<file path="config.mk">
export PLATFORM = sky130hd
export DESIGN_NAME = factorial_ctrl_flat
export DESIGN_NICKNAME = d
export VERILOG_FILES = /design/src/rtl/factorial_ctrl_if.sv /design/src/rtl/factorial_ctrl.sv /design/src/flat_wrapper.sv
export SDC_FILE = /design/constraint.sdc
export NUM_CORES = 1
export LEC_CHECK = 0
export ABC_AREA = 1
export CAP_MARGIN = 20
export CORE_MARGIN = 5
export CORE_UTILIZATION = 49
export DETAILED_ROUTE_END_ITERATION = 8
export PLACE_DENSITY_LB_ADDON = 0.08
export RECOVER_POWER = 100
export SYNTH_ARGS = -nofsm -noshare
export SYNTH_HDL_FRONTEND = slang
export SYNTH_SLANG_ARGS = --single-unit
export TNS_END_PERCENT = 100
</file>
<file path="constraint.sdc">
create_clock -name clk -period 2.57 [get_ports clk]
set_input_delay 0.771 -clock clk [delete_from_list [all_inputs] [get_ports clk]]
set_output_delay 0.771 -clock clk [all_outputs]
set_load 0.02 [all_outputs]
</file>
<file path="src/rtl/factorial_ctrl_if.sv">
// Handshake and register-file bus between the factorial controller and its environment.
interface factorial_ctrl_if;
  logic        start;
  logic [3:0]  n_in;
  logic        busy;
  logic        done;
  logic [31:0] result;
  logic        overflow;
  logic        rf_we;
  logic [1:0]  rf_raddr1;
  logic [1:0]  rf_raddr2;
  logic [1:0]  rf_waddr;
  logic [31:0] rf_wdata;
  logic [31:0] rf_rdata1;
  logic [31:0] rf_rdata2;

  modport slave (
    input  start, n_in, rf_rdata1, rf_rdata2,
    output busy, done, result, overflow,
    output rf_we, rf_raddr1, rf_raddr2, rf_waddr, rf_wdata
  );

  modport master (
    output start, n_in, rf_rdata1, rf_rdata2,
    input  busy, done, result, overflow,
    input  rf_we, rf_raddr1, rf_raddr2, rf_waddr, rf_wdata
  );
endinterface

</file>
<file path="src/rtl/factorial_ctrl.sv">
// Iterative n! controller: counter in R0, accumulator in R1 of an external register file,
// with a 4-cycle shift-add multiplier for each acc*i step.
module factorial_ctrl (
  input  logic             clk,
  input  logic             rst_n,
  factorial_ctrl_if.slave  bus
);

  typedef enum logic [2:0] {
    S_IDLE, S_INIT_ACC, S_INIT_CNT, S_CHECK, S_MUL, S_WB, S_DEC, S_FINISH
  } state_t;

  state_t      state_q, state_d;
  logic        busy_q, busy_d;
  logic        done_q, done_d;
  logic [31:0] result_q, result_d;
  logic        ovf_q, ovf_d;
  logic [3:0]  n_q, n_d;
  logic [31:0] mcand_q, mcand_d;
  logic [3:0]  mplier_q, mplier_d;
  logic [31:0] prod_q, prod_d;
  logic [1:0]  bit_cnt_q, bit_cnt_d;

  logic        rf_we_s;
  logic [1:0]  rf_raddr1_s, rf_raddr2_s, rf_waddr_s;
  logic [31:0] rf_wdata_s;

  // State and datapath registers
  always_ff @(posedge clk or negedge rst_n) begin
    if (!rst_n) begin
      state_q   <= S_IDLE;
      busy_q    <= 1'b0;
      done_q    <= 1'b0;
      result_q  <= 32'd0;
      ovf_q     <= 1'b0;
      n_q       <= 4'd0;
      mcand_q   <= 32'd0;
      mplier_q  <= 4'd0;
      prod_q    <= 32'd0;
      bit_cnt_q <= 2'd0;
    end else begin
      state_q   <= state_d;
      busy_q    <= busy_d;
      done_q    <= done_d;
      result_q  <= result_d;
      ovf_q     <= ovf_d;
      n_q       <= n_d;
      mcand_q   <= mcand_d;
      mplier_q  <= mplier_d;
      prod_q    <= prod_d;
      bit_cnt_q <= bit_cnt_d;
    end
  end

  // Next-state, datapath updates and register-file strobes
  always_comb begin
    state_d     = state_q;
    busy_d      = busy_q;
    done_d      = 1'b0;
    result_d    = result_q;
    ovf_d       = ovf_q;
    n_d         = n_q;
    mcand_d     = mcand_q;
    mplier_d    = mplier_q;
    prod_d      = prod_q;
    bit_cnt_d   = bit_cnt_q;
    rf_we_s     = 1'b0;
    rf_raddr1_s = 2'd0;
    rf_raddr2_s = 2'd0;
    rf_waddr_s  = 2'd0;
    rf_wdata_s  = 32'd0;

    case (state_q)
      S_IDLE: begin
        // The done cycle is spent in IDLE, but a start there must still be ignored
        if (bus.start && !done_q) begin
          result_d = 32'd0;
          busy_d   = 1'b1;
          if (bus.n_in > 4'd12) begin
            ovf_d   = 1'b1;
            state_d = S_FINISH;
          end else begin
            ovf_d   = 1'b0;
            n_d     = bus.n_in;
            state_d = S_INIT_ACC;
          end
        end else begin
          state_d = S_IDLE;
        end
      end
      S_INIT_ACC: begin
        rf_we_s    = 1'b1;
        rf_waddr_s = 2'd1;
        rf_wdata_s = 32'd1;
        state_d    = S_INIT_CNT;
      end
      S_INIT_CNT: begin
        rf_we_s    = 1'b1;
        rf_waddr_s = 2'd0;
        rf_wdata_s = {28'd0, n_q};
        state_d    = S_CHECK;
      end
      S_CHECK: begin
        rf_raddr1_s = 2'd1;
        rf_raddr2_s = 2'd0;
        if (bus.rf_rdata2 <= 32'd1) begin
          state_d = S_FINISH;
        end else begin
          mcand_d   = bus.rf_rdata1;
          mplier_d  = bus.rf_rdata2[3:0];
          prod_d    = 32'd0;
          bit_cnt_d = 2'd0;
          state_d   = S_MUL;
        end
      end
      S_MUL: begin
        if (mplier_q[0]) begin
          prod_d = prod_q + mcand_q;
        end else begin
          prod_d = prod_q;
        end
        mcand_d   = mcand_q << 1;
        mplier_d  = mplier_q >> 1;
        bit_cnt_d = bit_cnt_q + 2'd1;
        if (bit_cnt_q == 2'd3) begin
          state_d = S_WB;
        end else begin
          state_d = S_MUL;
        end
      end
      S_WB: begin
        rf_we_s    = 1'b1;
        rf_waddr_s = 2'd1;
        rf_wdata_s = prod_q;
        state_d    = S_DEC;
      end
      S_DEC: begin
        rf_raddr2_s = 2'd0;
        rf_we_s     = 1'b1;
        rf_waddr_s  = 2'd0;
        rf_wdata_s  = bus.rf_rdata2 - 32'd1;
        state_d     = S_CHECK;
      end
      S_FINISH: begin
        rf_raddr1_s = 2'd1;
        if (ovf_q) begin
          result_d = 32'd0;
        end else begin
          result_d = bus.rf_rdata1;
        end
        done_d  = 1'b1;
        busy_d  = 1'b0;
        state_d = S_IDLE;
      end
      default: begin
        state_d = S_IDLE;
      end
    endcase
  end

  assign bus.busy      = busy_q;
  assign bus.done      = done_q;
  assign bus.result    = result_q;
  assign bus.overflow  = ovf_q;
  assign bus.rf_we     = rf_we_s;
  assign bus.rf_raddr1 = rf_raddr1_s;
  assign bus.rf_raddr2 = rf_raddr2_s;
  assign bus.rf_waddr  = rf_waddr_s;
  assign bus.rf_wdata  = rf_wdata_s;

endmodule

</file>
<file path="src/flat_wrapper.sv">
// flat-port wrapper written by rule: the top's interface ports become plain ports
module factorial_ctrl_flat 
  (clk, rst_n, bus_start, bus_n_in, bus_rf_rdata1, bus_rf_rdata2, bus_busy, bus_done, bus_result, bus_overflow, bus_rf_we, bus_rf_raddr1, bus_rf_raddr2, bus_rf_waddr, bus_rf_wdata);
  factorial_ctrl_if bus_i ();
  input  logic clk;
  input  logic rst_n;
  input wire logic [$bits(bus_i.start)-1:0] bus_start;
  input wire logic [$bits(bus_i.n_in)-1:0] bus_n_in;
  input wire logic [$bits(bus_i.rf_rdata1)-1:0] bus_rf_rdata1;
  input wire logic [$bits(bus_i.rf_rdata2)-1:0] bus_rf_rdata2;
  output wire logic [$bits(bus_i.busy)-1:0] bus_busy;
  output wire logic [$bits(bus_i.done)-1:0] bus_done;
  output wire logic [$bits(bus_i.result)-1:0] bus_result;
  output wire logic [$bits(bus_i.overflow)-1:0] bus_overflow;
  output wire logic [$bits(bus_i.rf_we)-1:0] bus_rf_we;
  output wire logic [$bits(bus_i.rf_raddr1)-1:0] bus_rf_raddr1;
  output wire logic [$bits(bus_i.rf_raddr2)-1:0] bus_rf_raddr2;
  output wire logic [$bits(bus_i.rf_waddr)-1:0] bus_rf_waddr;
  output wire logic [$bits(bus_i.rf_wdata)-1:0] bus_rf_wdata;
  assign bus_i.start = bus_start;
  assign bus_i.n_in = bus_n_in;
  assign bus_i.rf_rdata1 = bus_rf_rdata1;
  assign bus_i.rf_rdata2 = bus_rf_rdata2;
  assign bus_busy = bus_i.busy;
  assign bus_done = bus_i.done;
  assign bus_result = bus_i.result;
  assign bus_overflow = bus_i.overflow;
  assign bus_rf_we = bus_i.rf_we;
  assign bus_rf_raddr1 = bus_i.rf_raddr1;
  assign bus_rf_raddr2 = bus_i.rf_raddr2;
  assign bus_rf_waddr = bus_i.rf_waddr;
  assign bus_rf_wdata = bus_i.rf_wdata;
  factorial_ctrl u_core (.clk(clk), .rst_n(rst_n), .bus(bus_i));
endmodule
</file>
== After elaboration in Yosys (flattened, before gate mapping) ==
Cells that the tools add are included.
Storage, ports and cells
  register bits after elaboration: 112
  bits of input ports: 71
  output and inout port bits: 74
Operators by class
  add/sub/neg operators: 3
  $lt $le $gt $ge: 2
  eq/ne operators: 11
  multiplexer cells: 25
  bitwise gates (word level): 1
  reductions and logical operators: 14
Operators by type and width (count)
  32-bit one-hot mux with 2 select lines: 3
  32-bit 2-to-1 mux: 5
  32-bit one-hot mux with 4 select lines: 1
  32-bit adder: 1
  32-bit by 1-bit <= comparator with 1-bit output (second input constant): 1
  32-bit by 1-bit subtractor with 32-bit output (second input constant): 1
  3-bit one-hot mux with 7 select lines: 1
  3-bit equality test (second input constant): 4
  4-bit one-hot mux with 2 select lines: 1
  1-bit 2-to-1 mux: 7
  3-bit by 2-bit equality test with 1-bit output (second input constant): 2
  3-bit 2-to-1 mux: 2
  2-bit AND reduction: 3
  3-bit AND reduction: 2
  2-bit OR reduction: 3
  4-bit greater-than comparator (second input constant): 1
  2-bit 2-to-1 mux: 2
  4-bit 2-to-1 mux: 1
  2-bit by 1-bit != test with 1-bit output (second input constant): 2
  2-bit one-hot mux with 2 select lines: 1
  2-bit nonzero test: 2
  4-bit OR reduction: 1
  3-bit by 1-bit equality test with 1-bit output (second input constant): 1
  3-bit logical NOT: 1
  other kinds (7): 7

== Logic depth before layout (Yosys ltp) ==
  depth in word-level cells: 4
  depth in mapped cells: 13

== Worst setup path before layout ==
No wires, ideal clock.
  path kind: in2out
  from: in bus_rf_rdata2[1]
  to: out bus_rf_wdata[16]
  arrival: 2151 ps
  data required time: 1799 ps
  setup slack: -352 ps
  cell stages on the path: 8
  path buffers: 0
  path through: inv_1 ha_1 inv_1 nor3_1 nand2_1 nor2_1 xnor2_1 o21ai_0
Between the ends
  cells in the longest elaborated chain, start to end: 2
RTL lines
  start, declared: RTL line flat_wrapper.sv:10  | input wire logic [$bits(bus_i.rf_rdata2)-1:0] bus_rf_rdata2;
  32-bit by 1-bit subtractor with 32-bit output: RTL line factorial_ctrl.sv:141  | rf_wdata_s = bus.rf_rdata2 - 32'd1;
  32-bit one-hot mux with 4 select lines: RTL line factorial_ctrl.sv:73  | case (state_q)
  end, declared: RTL line flat_wrapper.sv:19  | output wire logic [$bits(bus_i.rf_wdata)-1:0] bus_rf_wdata;
Every way passes these cells.

== Worst setup path after layout ==
  from: in bus_rf_rdata2[5]
  to: out bus_rf_wdata[12]
Same word-level chain as after synthesis.

==> results.md <==
- Synth Area in Compound Gates: 0.119
- H-tree Lvls: 3
- VDD IR-drop max: ~0.8 mV
- Simple-gate share of the synthesized area: 0.347
- Adder-Cell Fraction of Synth Area: 0.0534
- Synth Area in XOR/XNOR: 0.0158
- DR iter-0 viols: between 600 and 700
- CTS Buf Count: 9
- Worst Hold End: u_core.bit_cnt_q[0]$_DFFE_PN0P_
- Maxcap violations: 0
- Flop2flop setup slack: 0.26 ns
- Critical path buffer and inverter count: 3
- Critical path cell sequence: buf_6 -> inv_2 -> nand2_4 -> nor2_4 -> nand2_4 -> nor2_4 -> nand2_2 -> a21oi_1 -> o21ai_0 -> nand2_1 -> buf_4
- Avg Inst Size Synth: about 6.3 µm²
- CTS sink cnt: 112
- Max-slew violation count: 0
- Leakage power: 6.23 nW
- Sequential-to-total area share from yosys stat: 0.336
- Pre-Repair DR Iteration Count: 5
- Total global routing track utilization: 0.278
- Sequential power share: 0.288
- Yosys warnings: 0
- RSZ-0062 raised after global routing: yes
- Slew HR: 0.250
- Vias in the first global route: 8871
- Final Hold Viols: 0
- GR Util met3: 0.0481
- Critical path fanouts, max: 6
- Netlist cell types: 37
- Crit path launch type: primary input
- Port-buffer cells: 140
- Final antenna diode count: 0
- Worst path top cell family by delay: simple AND/OR/NAND/NOR gates
- Pin count of the biggest net entering global routing: 55
- Area Overhead vs Synth: 42.8%
- Status: finished with violations
- Total number of vias: just over 9000
- CTS tree: built
- Die X: around 140 µm
- Synthesized flop and latch total: 112
- Ports: 145
- Routed len/inst: approximately 16 µm
- Setup TNS: -5.69 ns
- Final setup margin: -0.345 ns
- Worst min path class: reg2reg
- Critical Path RT: about 1.8 ns
- Nets: roughly 1700
- Remaining antenna violation count: 0
- Largest family of logic cells by synthesized area: simple AND/OR/NAND/NOR gates
- Crit Reg-Reg Startpoint: u_core.prod_q[0]$_DFFE_PN0P_
- Clock root buffer: clkbuf_16
- First-pass GRT wire length: about 44 mm
- Total die area: 19700 µm²
- Crit path DAT: ~2.1 ns
- Mux share of post-synthesis cell area: 0
- Top Usage Layer GRT: met2
- Crit. End Element: primary output
- Pwr Density: around 930 nW/µm²
- Reg2reg end: u_core.prod_q[16]$_DFFE_PN0P_
- Placeable Area: 16600 µm²
- Mapped Cells: around 1300
- Period Utilization, post-route: 1.13
- Final HPWL DP: around 21 mm
- Hold Startpoint: u_core.bit_cnt_q[0]$_DFFE_PN0P_
- CTS clk-pin slew, worst paths: ~0.09 ns
- Worst slew pin tran: approximately 1.1 ns
- Final setup vio count: 28
- Chip height: ~140 µm
- Layout Utilization: 0.715
- Clock Path Buffers: 2
- Met1 GRT Util: 0.374
- Top post-synthesis cells by area: dfrtp_1 34%, nand2_1 21%, inv_1 10%
- Met2 Use GR: 0.457
- Largest stage delay on the critical path: about 0.25 ns
- DR vias/cell: approximately 5
- Violated checks: negative setup slack
- Share of cells above drive strength 1: 0.222
- Crit path kind: in2out
- Post-CTS Hold Buffers: 0
- Hold path cells: 1
- Minimum clock period: about 3 ns
- Achievable Freq: 343 MHz
- Clock power frac: 0.141
- Net Sw Power: roughly 5.3 mW
- Latest clock arrival within the worst-skew pair: around 0.37 ns
- Remaining Overflow, GRT: 0
- Cells on worst reg2reg path: 11
- Post-synth top area cell: dfrtp_1
- Global placement routability congestion: between 0.9 and 1
- Initial antenna violation count: 0
- DRC viols: 0
- DP Worst Slack: -1.20 ns
- Starting density of the core: 0.501
- Top cell type's share of synthesized area: 0.336
- Post-Synthesis Cell Area: around 8300 µm²
- Int Power: between 5 and 6 mW
- Row cnt: 47
- Net Sw Frac: 0.482
- Post-Route Skew: approximately 0.016 ns
- Comb pwr share: 0.571
- Power, Total: about 11 mW
- Hold slack: 0.484 ns
- Routed wire length: between 20 and 30 mm
- CP max-delay cell: nor2_4
-- cells in the mapped netlist --
library cell	instances
xnor2_1	9
o21a_1	2
a22o_1	1
and2_1	5
xor2_1	6
a31o_2	1
o21ai_0	99
nand3_1	99
o21ai_1	34
nand3b_1	2
nor2_4	1
nor2_2	7
buf_4	4
or2_2	9
nand4_1	7
a21oi_1	36
a21o_1	1
conb_1	1
clkbuf_1	20
o21bai_1	2
nand2_1	459
nor3_1	9
dfrtp_1	112
o21ai_4	1
buf_6	3
a32o_1	3
inv_2	3
fa_1	1
nand2_4	2
a22oi_1	1
o22ai_1	4
buf_2	11
ha_1	34
nor2_1	107
o211ai_1	2
nor4_1	1
inv_1	228
-- worst reg2reg max path: stages (launching register included) --
cell	delay, ns
dfrtp_1	0.42
ha_1	0.26
fa_1	0.43
nand3_1	0.09
nand3_1	0.19
nand2_1	0.11
nand2_1	0.10
nand2_1	0.11
nand2_1	0.09
or2_2	0.28
nand3_1	0.07
nand2_1	0.05
-- final cells by class --
| class | instances | area [µm²] |
|---|---|---|
| multi-input combinational | 949 | 5020 |
| fill | 1402 | 4740 |
| sequential | 112 | 2800 |
| timing repair buffer | 276 | 2560 |
| inverter | 231 | 897 |
| tap | 220 | 275 |
| clock buffer | 9 | 225 |
| clock inverter | 7 | 111 |
-- flip-flops by register name (all words and copies together), names as in the netlist, 2 cells and up --
register	cells
u_core.prod_q	32
u_core.mplier_q	4
u_core.n_q	4
u_core.bit_cnt_q	2
u_core.bus.result	32
u_core.state_q	3
u_core.mcand_q	32
-- power groups by stage --
stage / Combinational, mW / Sequential, mW / Clock [mW]
finish: 6.31 / 3.18 / 1.56
global route: 7.06 / 3.25 / 1.63
CTS: 6.18 / 3.16 / 1.57
detailed placement: 6.07 / 3.18 / 0
global placement: 5.95 / 3.18 / 0
floorplan: 3.93 / 3.07 / 0
-- what timing repair did --
item                       CTS  global route
hold endpoints to repair     0             0
buffers inserted            27            19
gates cloned                 1             2
gates resized for setup    353           123
pin swaps                   59            52
setup endpoints to repair   33            34
-- worst max-delay path by stage --
stage	startpoint	to	slack, ns	depth (start not counted)
2_1_floorplan	bus_rf_rdata2[3]	bus_rf_wdata[25]	-0.03	9
3_3_place_gp	bus_rf_rdata2[3]	bus_rf_wdata[31]	-1.17	11
3_5_place_dp	bus_rf_rdata2[3]	bus_rf_wdata[31]	-1.20	11
4_1_cts	bus_rf_rdata2[8]	bus_rf_wdata[30]	-0.27	13
5_1_grt	bus_rf_rdata2[5]	bus_rf_wdata[12]	-0.41	11
6_report	bus_rf_rdata2[5]	bus_rf_wdata[12]	-0.35	11
-- logic make-up (layout without fill, tap and decap cells) --
| kind of cell | Yosys count | count (layout) |
|---|---|---|
| buf+inv | 269 | 523 |
| fa+ha+maj | 35 | 35 |
| flops | 112 | 112 |
| xor+xnor | 15 | 15 |
| other cells | 1 | 4 |
| simple gates | 708 | 708 |
| compound gates | 187 | 187 |
-- layer usage --
layer  part of all wire  routed length [µm]
met1               0.45               12700
met2               0.46               13200
met3              0.060                1710
met4              0.033                 951
met5                  0                   0
-- cell usage in the layout, fill, tap and decap left out, types with 7 or more instances in the layout --
master           instances
inv_2                   12
clkbuf_16               11
nand4_1                  7
ha_1                    33
clkdlybuf4s50_1         39
clkbuf_2                 9
dfrtp_1                111
buf_12                   8
buf_4                  107
clkbuf_1                 8
o21ai_2                 13
a21oi_2                  7
nor2_1                  72
or2_2                    7
nand2_1                429
dlygate4sd3_1           37
buf_6                   41
xnor2_1                  8
nor2_2                  15
nand2_2                 24
a21oi_1                 29
nand3_1                 86
nand3_2                 10
inv_1                  211
o21ai_0                 80
o21ai_1                 41
buf_2                    9
nand2_4                  8
nor2_4                  28
-- through the flow --
stage               instances  area [µm²]
floorplan                1330        8450
global placement         1744       10700
detailed placement       1744       10700
CTS                      1787       11500
global route             1804       11900
finish                   1804       11900
(Power assumes the default switching activity.)
==> edit (config.mk and constraints unchanged) <==
Take the reset off `n_q` and load it in a clocked block of its own.
--- a/src/rtl/factorial_ctrl.sv
+++ b/src/rtl/factorial_ctrl.sv
@@ -35,3 +35,2 @@
       ovf_q     <= 1'b0;
-      n_q       <= 4'd0;
       mcand_q   <= 32'd0;
@@ -46,3 +45,2 @@
       ovf_q     <= ovf_d;
-      n_q       <= n_d;
       mcand_q   <= mcand_d;
@@ -52,2 +50,6 @@
     end
+  end
+
+  always_ff @(posedge clk) begin
+    n_q <= n_d;
   end
Formal check against the unedited RTL: no difference found for any inputs over 4 cycles, from zero or initial values and one cycle with rst_n low; that may be too few to reach the edited logic, so the function may still have changed.
==> edit against the unedited design <==
  * The run still ends with negative setup slack left
  * Wire length is 3.7% lower
  * Setup slack better by 0.011 ns
  * Synthesized area is 0.89% higher
  * Power is 5.8% higher
  * Global-route usage is 1.2 points lower
  * Combinational power is 12% higher
  * Critical path depth is 2 higher
  * Sequential cell count stayed put
  * Critical path type unchanged
  * Final area is 0.75% lower
==> edit: results (changes against the unedited design) <==
final setup violation count = 88 (was 28)
setup tns final = -10.64 ns (was -5.69 ns)
Post-synth EDFFs = 4 (was 0)
Max IR drop VDD = 615 µV (was 800 µV)
slowest CP cell = a22o_1 (was nor2_4)
sequential element share of the synthesized area = 0.336 (about the same)
fin nets = 1641 (was 1685)
worst setup path end = bus_rf_wdata[20] (was bus_rf_wdata[12])
Reg2Reg Capture Point = u_core.prod_q[24] (was u_core.prod_q[16])
Inst Count DP = 1705 (was 1744)
Synth Area in Adders = 0.0530 (was 0.0534)
slew of the pin with the lowest slew margin = 1.00 ns (was 1.13 ns)
CP Launch Point = bus_rf_rdata2[1] (was bus_rf_rdata2[5])
post-synthesis xor/xnor area fraction = 0.0250 (was 0.0158)
drt total wl = 27500 µm (was 28600 µm)
Setup WS post-layout = -0.334 ns (was -0.345 ns)
CP max stage delay = 0.19 ns (was 0.25 ns)
Clk pin slew, worst setup/hold paths = 0.07 ns (was 0.09 ns)
share of cells above drive strength 1 = 0.233 (was 0.222)
GRT Resource Usage Total = 0.266 (was 0.278)
Leakage Power = 6.18 nW (was 6.23 nW)
failing checks = negative setup slack (unchanged)
CP Max Fanout = 4 (was 6)
global-route wire length before repair = 43000 µm (was 44400 µm)
NetSw = 5.69 mW (was 5.32 mW)
Seq pwr share = 0.277 (was 0.288)
Iter 0 DRT Violations = 455 (was 659)
via count = 9088 (was 9250)
Worst Skew = 0.00817 ns (was 0.0157 ns)
Synth cell types = 40 (was 37)
Avg WL per Cell = 15.6 µm (was 15.8 µm)
Clock power frac = 0.120 (was 0.141)
Hold Startpoint = u_core.bus.busy (was u_core.bit_cnt_q[0])
Compound-Gate Fraction of Synth Area = 0.133 (was 0.119)
Worst Hold Path EP = u_core.bus.busy (was u_core.bit_cnt_q[0])
outcome = finished, violations left (unchanged)
HPWL after DPL = 20000 µm (was 21000 µm)
Routability Congestion = 0.977 (was 1.00)
vias in the first global route = 8653 (was 8871)
most frequent cells after synthesis = nand2_1 (439), inv_1 (220), dfrtp_1 (108) (was nand2_1 (459), inv_1 (228), dfrtp_1 (112))
Syn Inst Count = 1286 (was 1327)
r2r setup slk = 0.29 ns (was 0.26 ns)
-- edit: cell types whose count changed after synthesis, sizes merged, moves of 3 or more --
cell,change
nand2,-17
nand3,-16
o21ai,+13
a21oi,-11
inv,-10
nor2,-8
nand4,+7
or2,-6
xnor2,+6
dfrtp,-4
edfxtp,+4
o22ai,-4
xor2,+3
-- edit: area by class of cell --
cell class	instances	area, µm²
Fill cell	1449	4890
Inverter	222	853
Timing Repair Buffer	273	2530
Clock buffer	10	250
Multi-Input combinational cell	917	5040
Sequential cell	112	2820
Clock inverter	5	38.8
Tap cell	220	275
-- edit: worst register-to-register path, stage by stage (launching register included) --
cell,delay [ns]
dfrtp_1,0.42
ha_1,0.27
fa_1,0.46
nand3_1,0.11
nand3_1,0.19
nand2_1,0.11
nand2_1,0.09
nand2_1,0.07
nand2_1,0.09
nand2_1,0.13
nand3_1,0.08
nand3_1,0.08
nand2_1,0.08
-- edit: stage by stage --
| step | area (µm²) | hold slack, ns |
|---|---|---|
| after global placement | 10800 | 0.479 |
| after global routing | 11800 | 0.543 |
| after detailed placement | 10800 | 0.489 |
| after CTS | 11600 | 0.405 |
| final | 11800 | 0.495 |
| after floorplan | 8530 | 0.465 |
-- edit: cell families after synthesis --
logic type                 Yosys count
and+or+nand+nor                    669
buffers and inverters              260
AOI/OAI and AO/OA                  185
xor gates and xnor gates            24
other                                1
DFF                                112
adders and majority gates           35
-- edit: routing by layer --
layer,track usage,up-vias,part of all wire
met5,0,-,0
met1,0.386,4163,0.46
met3,0.0345,60,0.069
li1,-,4513,-
met4,0.0918,0,0.029
met2,0.410,352,0.44
-- edit: what timing repair did --
action | CTS | global route
cloned | 0 | 3
buffers inserted | 29 | 13
hold buffers | 0 | 0
pin swaps | 70 | 46
gates resized for setup | 391 | 70
endpoints found under the setup margin | 32 | 105
